**src/rtl/display_bin_formatter_if.sv**
```systemverilog
// Bus between the datapath and the digit formatter: conversion request
// and value on one side, per-digit display codes and status on the other.
interface display_bin_formatter_if #(
  parameter int WIDTH  = 20,
  parameter int DIGITS = 6
);
  logic                  start;
  logic [WIDTH-1:0]      value;
  logic                  hex_mode;
  logic                  busy;
  logic                  done;
  logic                  overflow;
  logic [5*DIGITS-1:0]   digit_value;
  logic [DIGITS-1:0]     digit_enable;

  // Requester side: issues conversions, watches results.
  modport master (
    output start, value, hex_mode,
    input  busy, done, overflow, digit_value, digit_enable
  );

  // Formatter side: accepts conversions, drives the decoder bank.
  modport slave (
    input  start, value, hex_mode,
    output busy, done, overflow, digit_value, digit_enable
  );
endinterface

```
**src/rtl/display_bin_formatter.sv**
```systemverilog
// Signed binary to seven-segment digit codes. Decimal uses an iterative
// shift-add-3 conversion (one bit per clock), hex slices nibbles directly.
// Outputs are registered once per conversion, so the display only ever
// shows complete results.
module display_bin_formatter #(
  parameter int WIDTH  = 20,
  parameter int DIGITS = 6
) (
  input logic                    clk,
  input logic                    rst_n,
  display_bin_formatter_if.slave bus
);

  // Enough BCD digits for any WIDTH-bit magnitude, plus one spare:
  // ceil(WIDTH*log10(2)) + 1, computed with integer arithmetic.
  localparam int BCD_DIGITS = (WIDTH * 30103 + 99999) / 100000 + 1;
  localparam int BCD_W      = 4 * BCD_DIGITS;
  localparam int CNT_W      = $clog2(WIDTH + 1);
  localparam logic [4:0] MINUS_CODE = 5'h10;

  typedef enum logic [1:0] {
    S_IDLE,
    S_SHIFT,
    S_FORMAT
  } state_e;

  state_e              state_q, state_d;
  logic [WIDTH-1:0]    mag_q,   mag_d;    // magnitude (decimal) or raw value (hex)
  logic [BCD_W-1:0]    bcd_q,   bcd_d;
  logic [CNT_W-1:0]    cnt_q,   cnt_d;
  logic                sign_q,  sign_d;
  logic                hex_q,   hex_d;
  logic                busy_q,  busy_d;
  logic                done_q,  done_d;
  logic                ovf_q,   ovf_d;
  logic [5*DIGITS-1:0] dv_q,    dv_d;
  logic [DIGITS-1:0]   en_q,    en_d;

  logic [BCD_W-1:0]    bcd_adj;
  logic [5*DIGITS-1:0] fmt_dv;
  logic [DIGITS-1:0]   fmt_en;
  logic                fmt_ovf;
  int                  top;

  // Add 3 to every BCD digit that is 5 or more, ahead of the next shift.
  function automatic logic [BCD_W-1:0] add3(input logic [BCD_W-1:0] b);
    logic [BCD_W-1:0] r;
    r = b;
    for (int i = 0; i < BCD_DIGITS; i++) begin
      if (b[4*i +: 4] >= 4'd5) r[4*i +: 4] = b[4*i +: 4] + 4'd3;
    end
    return r;
  endfunction

  assign bcd_adj = add3(bcd_q);

  // Build the display image from the finished conversion registers.
  always_comb begin
    // NOTE: every variable gets a default before any branch so the block
    // stays purely combinational; a missed path would infer a latch.
    fmt_dv  = '0;
    fmt_en  = '0;
    fmt_ovf = 1'b0;
    top     = 0;
    if (hex_q) begin
      // Nibbles past the top of the value shift in as zero, so they never
      // raise the leading-digit index and stay dark.
      for (int i = 0; i < DIGITS; i++) begin
        fmt_dv[5*i +: 5] = {1'b0, 4'(mag_q >> (4*i))};
        if (4'(mag_q >> (4*i)) != 4'h0) top = i;
      end
      for (int i = 0; i < DIGITS; i++) fmt_en[i] = (i <= top);
    end else begin
      for (int i = DIGITS; i < BCD_DIGITS; i++) begin
        if (4'(bcd_q >> (4*i)) != 4'h0) fmt_ovf = 1'b1;
      end
      // A negative number needs the top digit for its minus sign.
      if (sign_q && (4'(bcd_q >> (4*(DIGITS-1))) != 4'h0)) fmt_ovf = 1'b1;

      if (fmt_ovf) begin
        for (int i = 0; i < DIGITS; i++) fmt_dv[5*i +: 5] = MINUS_CODE;
        fmt_en = '1;
      end else begin
        for (int i = 0; i < DIGITS; i++) begin
          fmt_dv[5*i +: 5] = {1'b0, 4'(bcd_q >> (4*i))};
          if (4'(bcd_q >> (4*i)) != 4'h0) top = i;
        end
        for (int i = 0; i < DIGITS; i++) fmt_en[i] = (i <= top);
        // No overflow with a sign means digit DIGITS-1 was zero, so the
        // minus always lands inside the display.
        if (sign_q && (top + 1 < DIGITS)) begin
          fmt_dv[5*(top+1) +: 5] = MINUS_CODE;
          fmt_en[top+1]          = 1'b1;
        end
      end
    end
  end

  // Next-state and datapath updates for the IDLE/SHIFT/FORMAT sequence.
  always_comb begin
    state_d = state_q;
    mag_d   = mag_q;
    bcd_d   = bcd_q;
    cnt_d   = cnt_q;
    sign_d  = sign_q;
    hex_d   = hex_q;
    busy_d  = busy_q;
    done_d  = 1'b0;
    ovf_d   = ovf_q;
    dv_d    = dv_q;
    en_d    = en_q;
    unique case (state_q)
      S_IDLE: begin
        if (bus.start) begin
          sign_d  = bus.value[WIDTH-1];
          hex_d   = bus.hex_mode;
          // Hex shows the raw bit pattern; decimal works on |value|. The
          // unsigned negate maps the most-negative value to 2^(WIDTH-1).
          mag_d   = bus.hex_mode ? bus.value
                  : (bus.value[WIDTH-1] ? -bus.value : bus.value);
          bcd_d   = '0;
          cnt_d   = '0;
          busy_d  = 1'b1;
          state_d = bus.hex_mode ? S_FORMAT : S_SHIFT;
        end
      end
      S_SHIFT: begin
        {bcd_d, mag_d} = {bcd_adj, mag_q} << 1;
        cnt_d = cnt_q + CNT_W'(1);
        if (cnt_q == CNT_W'(WIDTH - 1)) state_d = S_FORMAT;
      end
      S_FORMAT: begin
        dv_d    = fmt_dv;
        en_d    = fmt_en;
        ovf_d   = fmt_ovf;
        done_d  = 1'b1;
        busy_d  = 1'b0;
        state_d = S_IDLE;
      end
      default: state_d = S_IDLE;
    endcase
  end

  // State register.
  always_ff @(posedge clk or negedge rst_n) begin
    // NOTE: clocked state uses non-blocking assignments so every register
    // samples pre-edge values, independent of statement order.
    if (!rst_n) state_q <= S_IDLE;
    else        state_q <= state_d;
  end

  // Conversion and output registers; reset blanks the display and drops
  // any conversion in flight.
  always_ff @(posedge clk or negedge rst_n) begin
    if (!rst_n) begin
      mag_q  <= '0;
      bcd_q  <= '0;
      cnt_q  <= '0;
      sign_q <= 1'b0;
      hex_q  <= 1'b0;
      busy_q <= 1'b0;
      done_q <= 1'b0;
      ovf_q  <= 1'b0;
      dv_q   <= '0;
      en_q   <= '0;
    end else begin
      mag_q  <= mag_d;
      bcd_q  <= bcd_d;
      cnt_q  <= cnt_d;
      sign_q <= sign_d;
      hex_q  <= hex_d;
      busy_q <= busy_d;
      done_q <= done_d;
      ovf_q  <= ovf_d;
      dv_q   <= dv_d;
      en_q   <= en_d;
    end
  end

  assign bus.busy         = busy_q;
  assign bus.done         = done_q;
  assign bus.overflow     = ovf_q;
  assign bus.digit_value  = dv_q;
  assign bus.digit_enable = en_q;

endmodule

```
**src/flat_wrapper.sv**
```systemverilog
// flat-port wrapper written by rule: the top's interface ports become plain ports
module display_bin_formatter_flat 
#(
  parameter int WIDTH  = 20,
  parameter int DIGITS = 6
)
  (clk, rst_n, bus_start, bus_value, bus_hex_mode, bus_busy, bus_done, bus_overflow, bus_digit_value, bus_digit_enable);
  display_bin_formatter_if #(.WIDTH(WIDTH), .DIGITS(DIGITS)) bus_i ();
  input logic clk;
  input logic rst_n;
  input wire logic [$bits(bus_i.start)-1:0] bus_start;
  input wire logic [$bits(bus_i.value)-1:0] bus_value;
  input wire logic [$bits(bus_i.hex_mode)-1:0] bus_hex_mode;
  output wire logic [$bits(bus_i.busy)-1:0] bus_busy;
  output wire logic [$bits(bus_i.done)-1:0] bus_done;
  output wire logic [$bits(bus_i.overflow)-1:0] bus_overflow;
  output wire logic [$bits(bus_i.digit_value)-1:0] bus_digit_value;
  output wire logic [$bits(bus_i.digit_enable)-1:0] bus_digit_enable;
  assign bus_i.start = bus_start;
  assign bus_i.value = bus_value;
  assign bus_i.hex_mode = bus_hex_mode;
  assign bus_busy = bus_i.busy;
  assign bus_done = bus_i.done;
  assign bus_overflow = bus_i.overflow;
  assign bus_digit_value = bus_i.digit_value;
  assign bus_digit_enable = bus_i.digit_enable;
  display_bin_formatter #(.WIDTH(WIDTH), .DIGITS(DIGITS)) u_core (.clk(clk), .rst_n(rst_n), .bus(bus_i));
endmodule
```
**config.mk**
```make
export PLATFORM = sky130hd
export DESIGN_NAME = display_bin_formatter_flat
export DESIGN_NICKNAME = d
export VERILOG_FILES = /design/src/rtl/display_bin_formatter_if.sv /design/src/rtl/display_bin_formatter.sv /design/src/flat_wrapper.sv
export SDC_FILE = /design/constraint.sdc
export NUM_CORES = 1
export LEC_CHECK = 0
export CAP_MARGIN = 10
export CORE_MARGIN = 1
export CORE_UTILIZATION = 62
export DETAILED_ROUTE_END_ITERATION = 8
export PLACE_DENSITY = 0.95
export SLEW_MARGIN = 5
export SYNTH_ARGS = -nofsm -noshare
export SYNTH_HDL_FRONTEND = slang
export SYNTH_SLANG_ARGS = --single-unit
```
**constraint.sdc**
```tcl
create_clock -name clk -period 9.8 [get_ports clk]
set_clock_uncertainty 0.15 [all_clocks]
set_input_delay 0.98 -clock clk [delete_from_list [all_inputs] [get_ports clk]]
set_output_delay 0.98 -clock clk [all_outputs]
set_load 0.02 [all_outputs]
```
Word-level counts from Yosys, hierarchy flattened
Index checks and enable logic that the tools add are counted.
{"block": "classes", "div": 0, "multipliers": 1, "n_reduce_logical": 21, "eq_ne": 5, "bitwise_logic": 1, "add_sub_neg": 12, "n_shift": 2, "muxes": 49, "magnitude_cmp": 23}
{"cell": "32-bit two-way mux", "count": 7}
{"cell": "3-bit by 32-bit <= comparator with 1-bit output (first input constant)", "count": 4}
{"cell": "4-bit by 32-bit <= comparator with 1-bit output (first input constant)", "count": 4}
{"cell": "30-bit two-way mux", "count": 3}
{"cell": "1-bit by 32-bit <= comparator with 1-bit output (first input constant)", "count": 2}
{"cell": "2-bit by 32-bit <= comparator with 1-bit output (first input constant)", "count": 2}
{"cell": "32-bit case mux with 2 select lines", "count": 1}
{"cell": "20-bit two-way mux", "count": 3}
{"cell": "4-bit nonzero test", "count": 11}
{"cell": "20-bit case mux with 2 select lines", "count": 1}
{"cell": "32-bit negation with 33-bit output", "count": 1}
{"cell": "5-bit by 33-bit variable shift with 30-bit output (first input constant)", "count": 1}
{"cell": "5-bit by 33-bit indexed part select with 30-bit output (first input constant)", "count": 1}
{"cell": "32-bit by 2-bit adder with 32-bit output (second input constant)", "count": 1}
{"cell": "32-bit by 1-bit greater-or-equal comparator with 1-bit output (second input constant)", "count": 1}
{"cell": "4-bit by 3-bit greater-or-equal comparator with 1-bit output (second input constant)", "count": 8}
{"cell": "32-bit by 4-bit < comparator with 1-bit output (second input constant)", "count": 1}
{"cell": "32-bit by 5-bit < comparator with 1-bit output (second input constant)", "count": 1}
{"cell": "4-bit by 32-bit multiplier with 32-bit output (first input constant)", "count": 1}
{"cell": "30-bit bitwise mux", "count": 1}
{"cell": "4-bit by 2-bit adder with 4-bit output (second input constant)", "count": 7}
{"cell": "4-bit two-way mux", "count": 7}
{"cell": "20-bit negation", "count": 1}
{"cell": "6-bit two-way mux", "count": 3}
{"cell": "20 further kinds", "count": 41}
{"block": "word_totals", "romBits": 0, "regBits": 100, "ram_bits": 0, "latchBits": 0, "mem_count": 0}

Longest topological paths before layout
Gate-level depths: netlist of run 1.
{"block": "depth", "word_depth": 17, "ltp_mapped": 20}

Least setup slack after synthesis of run 1
No wires, ideal clock.
{"block": "synth_path", "path_kind": "reg-to-reg", "from": "reg u_core.bcd_q[16]", "to": "reg u_core.dv_q[21] (netlist: u_core.bus.digit_value[21])", "setup_ps": 120, "slack_ps": 5339, "period_less_slack_ps": 4461, "path_buffers": 2, "t_required_ps": 9530, "t_arrival_ps": 4192, "path_stages_with_launch": 21, "cell_sequence": "dfrtp_1 inv_1 ha_1 or3b_1 buf_2 nand2_1 inv_2 a31oi_2 ha_1 xnor2_1 inv_1 ha_1 xnor2_1 nand3_1 ha_1 nand2b_1 a21o_1 a21boi_1 buf_2 o31ai_1 a31o_1"}
{"block": "synth_via", "elab_chain_len": 13, "elab_cells_between_ends": 16, "classes_between": "add/sub (2); mul (1); order compare (1); shift (2); mux (8); reduce/logical (2)"}
{"item": "from (decl)", "line_no": "display_bin_formatter.sv:29", "text": "logic [BCD_W-1:0] bcd_q, bcd_d;"}
{"item": "from (signal assigned)", "line_no": "display_bin_formatter.sv:157", "text": "bcd_q <= '0;"}
{"item": "from (signal assigned)", "line_no": "display_bin_formatter.sv:168", "text": "bcd_q <= bcd_d;"}
{"item": "4-bit nonzero test *", "line_no": "display_bin_formatter.sv:86", "text": "if (4'(bcd_q >> (4*i)) != 4'h0) top = i;"}
{"item": "3-bit two-way mux * (2 in a row)", "line_no": "display_bin_formatter.sv:86"}
{"item": "32-bit two-way mux *", "line_no": "display_bin_formatter.sv:80", "text": "if (fmt_ovf) begin"}
{"item": "32-bit two-way mux *", "line_no": "display_bin_formatter.sv:65", "text": "if (hex_q) begin"}
{"item": "32-bit by 2-bit adder with 32-bit output *", "line_no": "display_bin_formatter.sv:91, display_bin_formatter.sv:92"}
{"item": "4-bit by 32-bit multiplier with 32-bit output", "line_no": "display_bin_formatter.sv:92", "text": "fmt_dv[5*(top+1) +: 5] = MINUS_CODE;"}
{"item": "32-bit negation with 33-bit output", "line_no": "display_bin_formatter.sv:92"}
{"item": "5-bit by 33-bit indexed part select with 30-bit output / 5-bit by 33-bit variable shift with 30-bit output (equally long branches)", "line_no": "display_bin_formatter.sv:92"}
{"item": "30-bit bitwise mux", "line_no": "display_bin_formatter.sv:92"}
{"item": "30-bit two-way mux *", "line_no": "display_bin_formatter.sv:91", "text": "if (sign_q && (top + 1 < DIGITS)) begin"}
{"item": "30-bit two-way mux *", "line_no": "display_bin_formatter.sv:80"}
{"item": "30-bit two-way mux *", "line_no": "display_bin_formatter.sv:65"}
{"item": "to (signal assigned)", "line_no": "display_bin_formatter.sv:175", "text": "dv_q <= dv_d;"}
{"item": "to (decl)", "line_no": "display_bin_formatter.sv:36", "text": "logic [5*DIGITS-1:0] dv_q, dv_d;"}
Mark *: on every way between the ends. The rest lies on a longest branch, timed or not. The select of a mux whose other input is x is not followed.
A chain may end at the register's enable or synchronous reset.

Final worst setup path of run 1
{"block": "layout_path", "from": "reg u_core.bcd_q[17]", "to": "reg u_core.dv_q[7] (netlist: u_core.bus.digit_value[7])"}
The elaborated chain is that of the path after synthesis.

==> results.md, run 1 <==
- Status: complete, no violations
- Top-area cell type share of the netlist area: 42.0%
- Crit path DAT: 5.81 ns
- # DRC: 0
- Most frequent cells in the layout: dfrtp_1, nand2_1, clkdlybuf4s50_1
- Final worst-path cycle share: 57.6%
- Final HPWL DP: 12600 um
- Area delta synth->final: 14.7%
- Layout cells sized above 1: 5.70%
- Crit Path Class: flop to flop
- Final net count: 745
- Worst hold path type: flop to flop
- Die width: 100 um
- Slew Limit Fails: 0
- Post-CTS Hold Buffers: 0
- Synth Area per Inst: 9.05 um^2
- Vias in the first global route: 5240
- CTS HTree Levels: 3
- Synth cell types: 68
- Worst-Skew Late Latency: 0.38 ns
- Peak supply drop: 187 uV
- Tightest Pin Transition: 1.05 ns
- Register area share after synthesis: 42.0%
- CP startpoint kind: flop
- Most common cell after layout, fill and taps aside: dfrtp_1
- DR vias/cell: 6.71
- Clock Path Buffers: 2
- ANT nets after route: 0
- # resized after CTS: 0
- 1st-iter DRT viols: 500
- Initial core utilization: 64.2%
- Worst-case hold slack: 0.333 ns
- Largest family of logic cells by synthesized area: compound AO/OA/AOI/OAI gates
- Clock tree from TritonCTS: yes
- Placer Congestion: 0.938
- Clk sinks: 100
- Final Hold Fails: 0
- Post-Place Worst Slack: 4.28 ns
- XOR/XNOR Fraction of Synth Area: 5.14%
- Worst EP required: 9.96 ns
- Final core occ: 73.7%
- Max-cap viol count: 0
- Sum Neg Setup Slack: 0 ns
- Mux contribution to synthesized area: 0.336%
- # setup viols final: 0
- Post-synth EDFFs: 0
- Clock Tree Root: clkbuf_8
- Leak: 2.94 nW
- Slew HR: 28.7%
- I/O pins: 63
- FMAX: 0.177 GHz
- RSZ-0062 raised after global routing: no
- Setup crit end kind: flop
- Initial antenna violation count: 0
- Power per Cell Area: 252 mW/mm^2
- Overflow after GRT: 0
- Synthesized-area fraction occupied by adder cells: 5.03%
- Core area: 0.00928 mm^2
- Synth area leader: dfrtp_1
- Gr usage total: 36.0%
- Clock slew at reported path FFs: 0.10 ns
- Compound-Gate Fraction of Synth Area: 24.0%
- First-pass GRT wire length: 27400 um
- Die area: 0.0100 mm^2
- Crit path max fanout: 14
- Mapped Area: 0.00596 mm^2
- Port Buffer Count: 62
- Total power draw: 0.00172 W
- FILL cells: 693
- Count of state elements after synthesis: 100
- # diodes: 0
- # Post-CTS Setup Buffers: 0
- Largest net degree at the start of global routing: 76
- Fraction of registers with async set/reset: 100%
- Vias: 5576
- YS warnings: 0
- Cells after Synth: 659
- Final wirelength: 17200 um
- Num CTS Buffers: 9
- Die Y: 100 um
- Post-Synth Simple-Gate Area: 18.6%
- Synth top area cells: dfrtp_1, ha_1, nand2_1
- Drt pass-1 iters: 7
- Min Tclk post-route: 5.65 ns
- DR WL/cell: 20.7 um
- FP Rows: 35
- Worst setup margin: 4.15 ns
- Top FF cell, synth: dfrtp_1
-- synthesized netlist by cell type, types with 6 or more instances --
master and number:
a31oi_1 9, o21ai_0 47, inv_1 25, o41ai_1 6, nand3_1 15, nor2_1 42, ha_1 24, buf_2 9
nor4_1 7, clkbuf_1 30, o31ai_1 19, o32ai_1 10, nand2b_1 22, nor3_1 11, a21oi_1 42, dfrtp_1 100
o22ai_1 11, xor2_1 16, o311ai_0 6, or3_1 6, o211ai_1 7, and3_1 13, a32o_1 8, xnor2_1 19
nand2_1 71
-- per-stage QoR --
stage                     cells  cell area [um^2]
after global placement      815              6640
after CTS                   831              6840
final                       831              6840
after floorplan             660              5970
after detailed placement    815              6640
after global routing        831              6840
-- final cells by class --
type	count	area, um^2	area share (%)
Clock inverter	7	80.1	1.17
Sequential cell	100	2500	36.6
Tap cell	129	161	2.36
Clock buffer	9	124	1.81
Timing Repair Buffer	69	671	9.81
Inverter	26	97.6	1.43
Multi-Input combinational cell	491	3200	46.8
-- flip-flops by register name, summed over array words and instances (netlist names) --
register	cells
u_core.bus.done	1
u_core.bus.digit_enable	6
u_core.mag_q	20
u_core.state_q	2
u_core.hex_q	1
u_core.bcd_q	32
u_core.sign_q	1
u_core.bus.digit_value	30
u_core.bus.busy	1
u_core.cnt_q	5
u_core.bus.overflow	1
-- cell families after synthesis --
| kind of cell | count (synthesis) |
|---|---|
| simple gates | 219 |
| compound gates | 209 |
| flops | 100 |
| buf+inv | 69 |
| xor+xnor | 35 |
| fa+ha+maj | 24 |
| mux | 2 |
| other cells | 1 |
-- per-layer routing --
layer | global-route usage [%] | share of wire (%) | vias up
met5 | 0 | 0 | -
met2 | 54.9 | 47 | 311
met4 | 14.5 | 3.0 | 0
met1 | 49.9 | 41 | 2716
li1 | - | - | 2493
met3 | 8.22 | 9.2 | 56
-- critical path, stage by stage (launching register included) --
cell and delay (ns):
dfrtp_1 0.42, inv_1 0.14, ha_1 0.24, or3b_1 0.51, nand2_1 0.19, inv_2 0.08, a31oi_2 0.32, ha_1 0.34
xnor2_1 0.17, inv_1 0.07, ha_1 0.33, xnor2_1 0.46, nand3_1 0.14, ha_1 0.39, nand2b_1 0.20, a21o_1 0.15
a21boi_1 0.72, o311ai_0 0.32, a21oi_1 0.23
-- worst paths after layout --
| check | startpoint | end | slack [ns] | depth (start not counted) |
|---|---|---|---|---|
| min in group asynchronous | rst_n | u_core.bcd_q[24] | 0.34 | 1 |
| max in group asynchronous | rst_n | u_core.bus.digit_enable[0] | 7.90 | 2 |
| worst min-delay path | u_core.bus.digit_value[4] | u_core.bus.digit_value[4] | 0.33 | 2 |
| worst max-delay path | u_core.bcd_q[17] | u_core.bus.digit_value[7] | 4.15 | 18 |
| worst min register to register | u_core.bus.digit_value[4] | u_core.bus.digit_value[4] | 0.33 | 2 |
| worst max register to register | u_core.bcd_q[17] | u_core.bus.digit_value[7] | 4.15 | 18 |
-- report_power, final --
group	switching, W	internal, W
clock	0.000156	0.000122
combinational	0.000487	0.000293
sequential	0.000137	0.000529
total	0.000780	0.000943
No activity file was read; power rests on OpenSTA's default activity.
==> inputs of run 2 (changes only) <==
CORE_UTILIZATION = 52   (was 62)
PLACE_DENSITY = 0.89   (was 0.95)
clock period = 4.7 ns   (was 9.8 ns; I/O delays follow)
==> run 2 against run 1 <==
  * Critical endpoint is now u_core.bus.digit_value[11]
  * Fmax up 27%
  * Utilization down 9.8 points
  * Die area up 19%
  * Wire length up 1.5%
  * Design area up 3.0%
  * Clock power rose to 2.6 times the previous value
  * Largest power group unchanged
  * Sequential cell count unchanged
  * Highest routed layer unchanged
  * Sequential share of layout area down 1.1 points
  * Hold slack worse by 0.25 ns
  * Global-route usage down 5.4 points
==> results.md, run 2 (same netlist as run 1, synthesis figures left out) <==
- Slew Limit Fails: 0 (unchanged)
- Placed insts: 838 (was 815)
- Crit Reg-Reg Startpoint: u_core.bcd_q[16] (was u_core.bcd_q[17])
- Status: complete, no violations (unchanged)
- # diodes: 0 (unchanged)
- # setup viols final: 0 (unchanged)
- Clock slew at reported path FFs: 0.07 ns (was 0.10 ns)
- Clock Tree Root: clkbuf_16 (was clkbuf_8)
- Met2 wire len: 8290 um (was 8000 um)
- Clock Path Buffers: 2 (unchanged)
- Placer Congestion: 0.953 (was 0.938)
- Core area: 0.0110 mm^2 (was 0.00928 mm^2)
- Top Layer Used: met4 (unchanged)
- Clk sinks: 100 (unchanged)
- Worst EP required: 4.83 ns (was 9.96 ns)
- Sum Neg Setup Slack: 0 ns (unchanged)
- Most frequent cells in the layout: dfrtp_1, nand2_1, clkdlybuf4s50_1 (unchanged)
- Met1 WL: 7250 um (was 7080 um)
- Overflow after GRT: 0 (unchanged)
- Final worst-path cycle share: 94.6% (was 57.6%)
- Largest stage delay, worst path: 0.51 ns (was 0.72 ns)
- Max-cap viol count: 0 (unchanged)
- Setup crit start: u_core.bcd_q[16] (was u_core.bcd_q[17])
- Cell family with most CP delay: simple AND/OR/NAND/NOR gates (was compound AO/OA/AOI/OAI gates)
- Crit path DAT: 4.57 ns (was 5.81 ns)
- Power per Cell Area: 535 mW/mm^2 (was 252 mW/mm^2)
- Final core occ: 63.8% (was 73.7%)
- Port Buffer Count: 62 (unchanged)
- Max FFs per register: 32 (unchanged)
- Tightest Pin Transition: 1.06 ns (was 1.05 ns)
- Min Tclk post-route: 4.45 ns (was 5.65 ns)
- I/O pins: 63 (unchanged)
- Die width: 109 um (was 100 um)
- DR WL/cell: 20.5 um (was 20.7 um)
- Peak supply drop: 519 uV (was 187 uV)
- Largest reg by FF count: u_core.bcd_q (unchanged)
- FILL cells: 896 (was 693)
- Fin cells: 852 (was 831)
- Vias: 5560 (was 5576)
- Crit Path Class: flop to flop (unchanged)
- Buf/Inv on CP: 4 (was 3)
- Clock tree from TritonCTS: yes (unchanged)
- Num CTS Buffers: 9 (unchanged)
- Layout cells sized above 1: 7.87% (was 5.70%)
- # Post-CTS Setup Buffers: 0 (unchanged)
- Final net count: 757 (was 745)
- Met3 routed WL: 1450 um (was 1580 um)
- CTS HTree Levels: 3 (unchanged)
- Die area: 0.0119 mm^2 (was 0.0100 mm^2)
- Largest net degree at the start of global routing: 70 (was 76)
- Final Hold Fails: 0 (unchanged)
- Initial core utilization: 54.1% (was 64.2%)
- Critical path cell sequence: inv_1 > ha_2 > or3b_1 > nand2_1 > inv_2 > a31oi_2 > ha_1 > xnor2_2 > inv_1 > ha_1 > xnor2_1 > nand3_1 > ha_2 > nand2b_4 > a21o_1 > a21boi_1 > buf_4 > or4_1 > a31oi_1 (was inv_1 > ha_1 > or3b_1 > nand2_1 > inv_2 > a31oi_2 > ha_1 > xnor2_1 > inv_1 > ha_1 > xnor2_1 > nand3_1 > ha_1 > nand2b_1 > a21o_1 > a21boi_1 > o311ai_0 > a21oi_1)
- ANT nets after route: 0 (unchanged)
- FMAX: 0.225 GHz (was 0.177 GHz)
- Post-Place Worst Slack: 0.234 ns (was 4.28 ns)
- Vias in the first global route: 5209 (was 5240)
- Drt pass-1 iters: 6 (was 7)
- Most common cell after layout, fill and taps aside: dfrtp_1 (unchanged)
- CP startpoint kind: flop (unchanged)
- Final HPWL DP: 12400 um (was 12600 um)
- Slew HR: 28.2% (was 28.7%)
- 1st-iter DRT viols: 496 (was 500)
- # DRC: 0 (unchanged)
- Die Y: 109 um (was 100 um)
- Gr usage total: 30.6% (was 36.0%)
- Final wirelength: 17400 um (was 17200 um)
- Critical path's slowest cell: or4_1 (was a21boi_1)
- FP Rows: 38 (was 35)
- First-pass GRT wire length: 27300 um (was 27400 um)
- Initial antenna violation count: 0 (unchanged)
- Setup crit end kind: flop (unchanged)
- DR vias/cell: 6.53 (was 6.71)
- Worst setup margin: 0.254 ns (was 4.15 ns)
- Area delta synth->final: 18.1% (was 14.7%)
- Crit path max fanout: 14 (unchanged)
- Leak: 3.03 nW (was 2.94 nW)
- Worst hold path type: primary input to asynchronous set/reset pin (was flop to flop)
- Worst-Skew Late Latency: 0.36 ns (was 0.38 ns)
-- run 2: power by group --
group | internal (W) | switching (W)
Combinational | 0.000637 | 0.00102
Sequential | 0.00111 | 0.000284
Clock | 0.000406 | 0.000318
Total | 0.00215 | 0.00162
-- run 2: cell type report --
| cell class | count | area [um^2] | share of cell area (%) |
|---|---|---|---|
| repair buffers | 81 | 761 | 10.8 |
| clock inverters | 3 | 40.0 | 0.568 |
| multi-input cells | 491 | 3230 | 45.9 |
| flip-flops and latches | 100 | 2500 | 35.5 |
| inverters | 26 | 97.6 | 1.39 |
| clock buffers | 11 | 233 | 3.30 |
| well taps | 140 | 175 | 2.49 |
-- run 2: path summary, 6_finish.rpt --
path                                                    to  slack (ns)  cells after the start
worst max-delay path            u_core.bus.digit_value[11]        0.25                     19
worst min-delay path                      u_core.bcd_q[26]        0.09                      1
worst max register to register  u_core.bus.digit_value[11]        0.25                     19
worst min register to register  u_core.bus.digit_enable[0]        0.32                      1
max in group asynchronous       u_core.bus.digit_enable[4]        3.33                      2
min in group clk                u_core.bus.digit_enable[0]        0.32                      1
-- run 2: routing by layer --
layer / GRT usage [%] / vias up
li1: - / 2527
met2: 47.5 / 302
met3: 7.71 / 45
met4: 10.9 / 0
met5: 0 / -
met1: 41.3 / 2686
-- run 2: worst register-to-register path: stages (launching register included) --
cell      delay (ns)
dfrtp_1         0.43
inv_1           0.15
ha_2            0.24
or3b_1          0.38
nand2_1         0.15
inv_2           0.09
a31oi_2         0.18
ha_1            0.28
xnor2_2         0.16
inv_1           0.07
ha_1            0.34
xnor2_1         0.16
nand3_1         0.09
ha_2            0.23
nand2b_4        0.09
a21o_1          0.18
a21boi_1        0.13
buf_4           0.20
or4_1           0.51
a31oi_1         0.18
-- run 2: timing repair --
item                       4_1_cts  5_1_grt
gates resized for setup          0       11
hold endpoints to repair         0        0
setup endpoints to repair        0       15
hold buffers                     0        0
-- run 2: metrics by stage --
stage | hold slack, ns | power, W | instance area, um^2
after floorplan | 0.0244 | 0.00234 | 5970
after global placement | 0.298 | 0.00294 | 6730
after detailed placement | 0.301 | 0.00301 | 6730
after CTS | 0.123 | 0.00374 | 7000
after global routing | 0.167 | 0.00397 | 7040
final | 0.0856 | 0.00377 | 7040
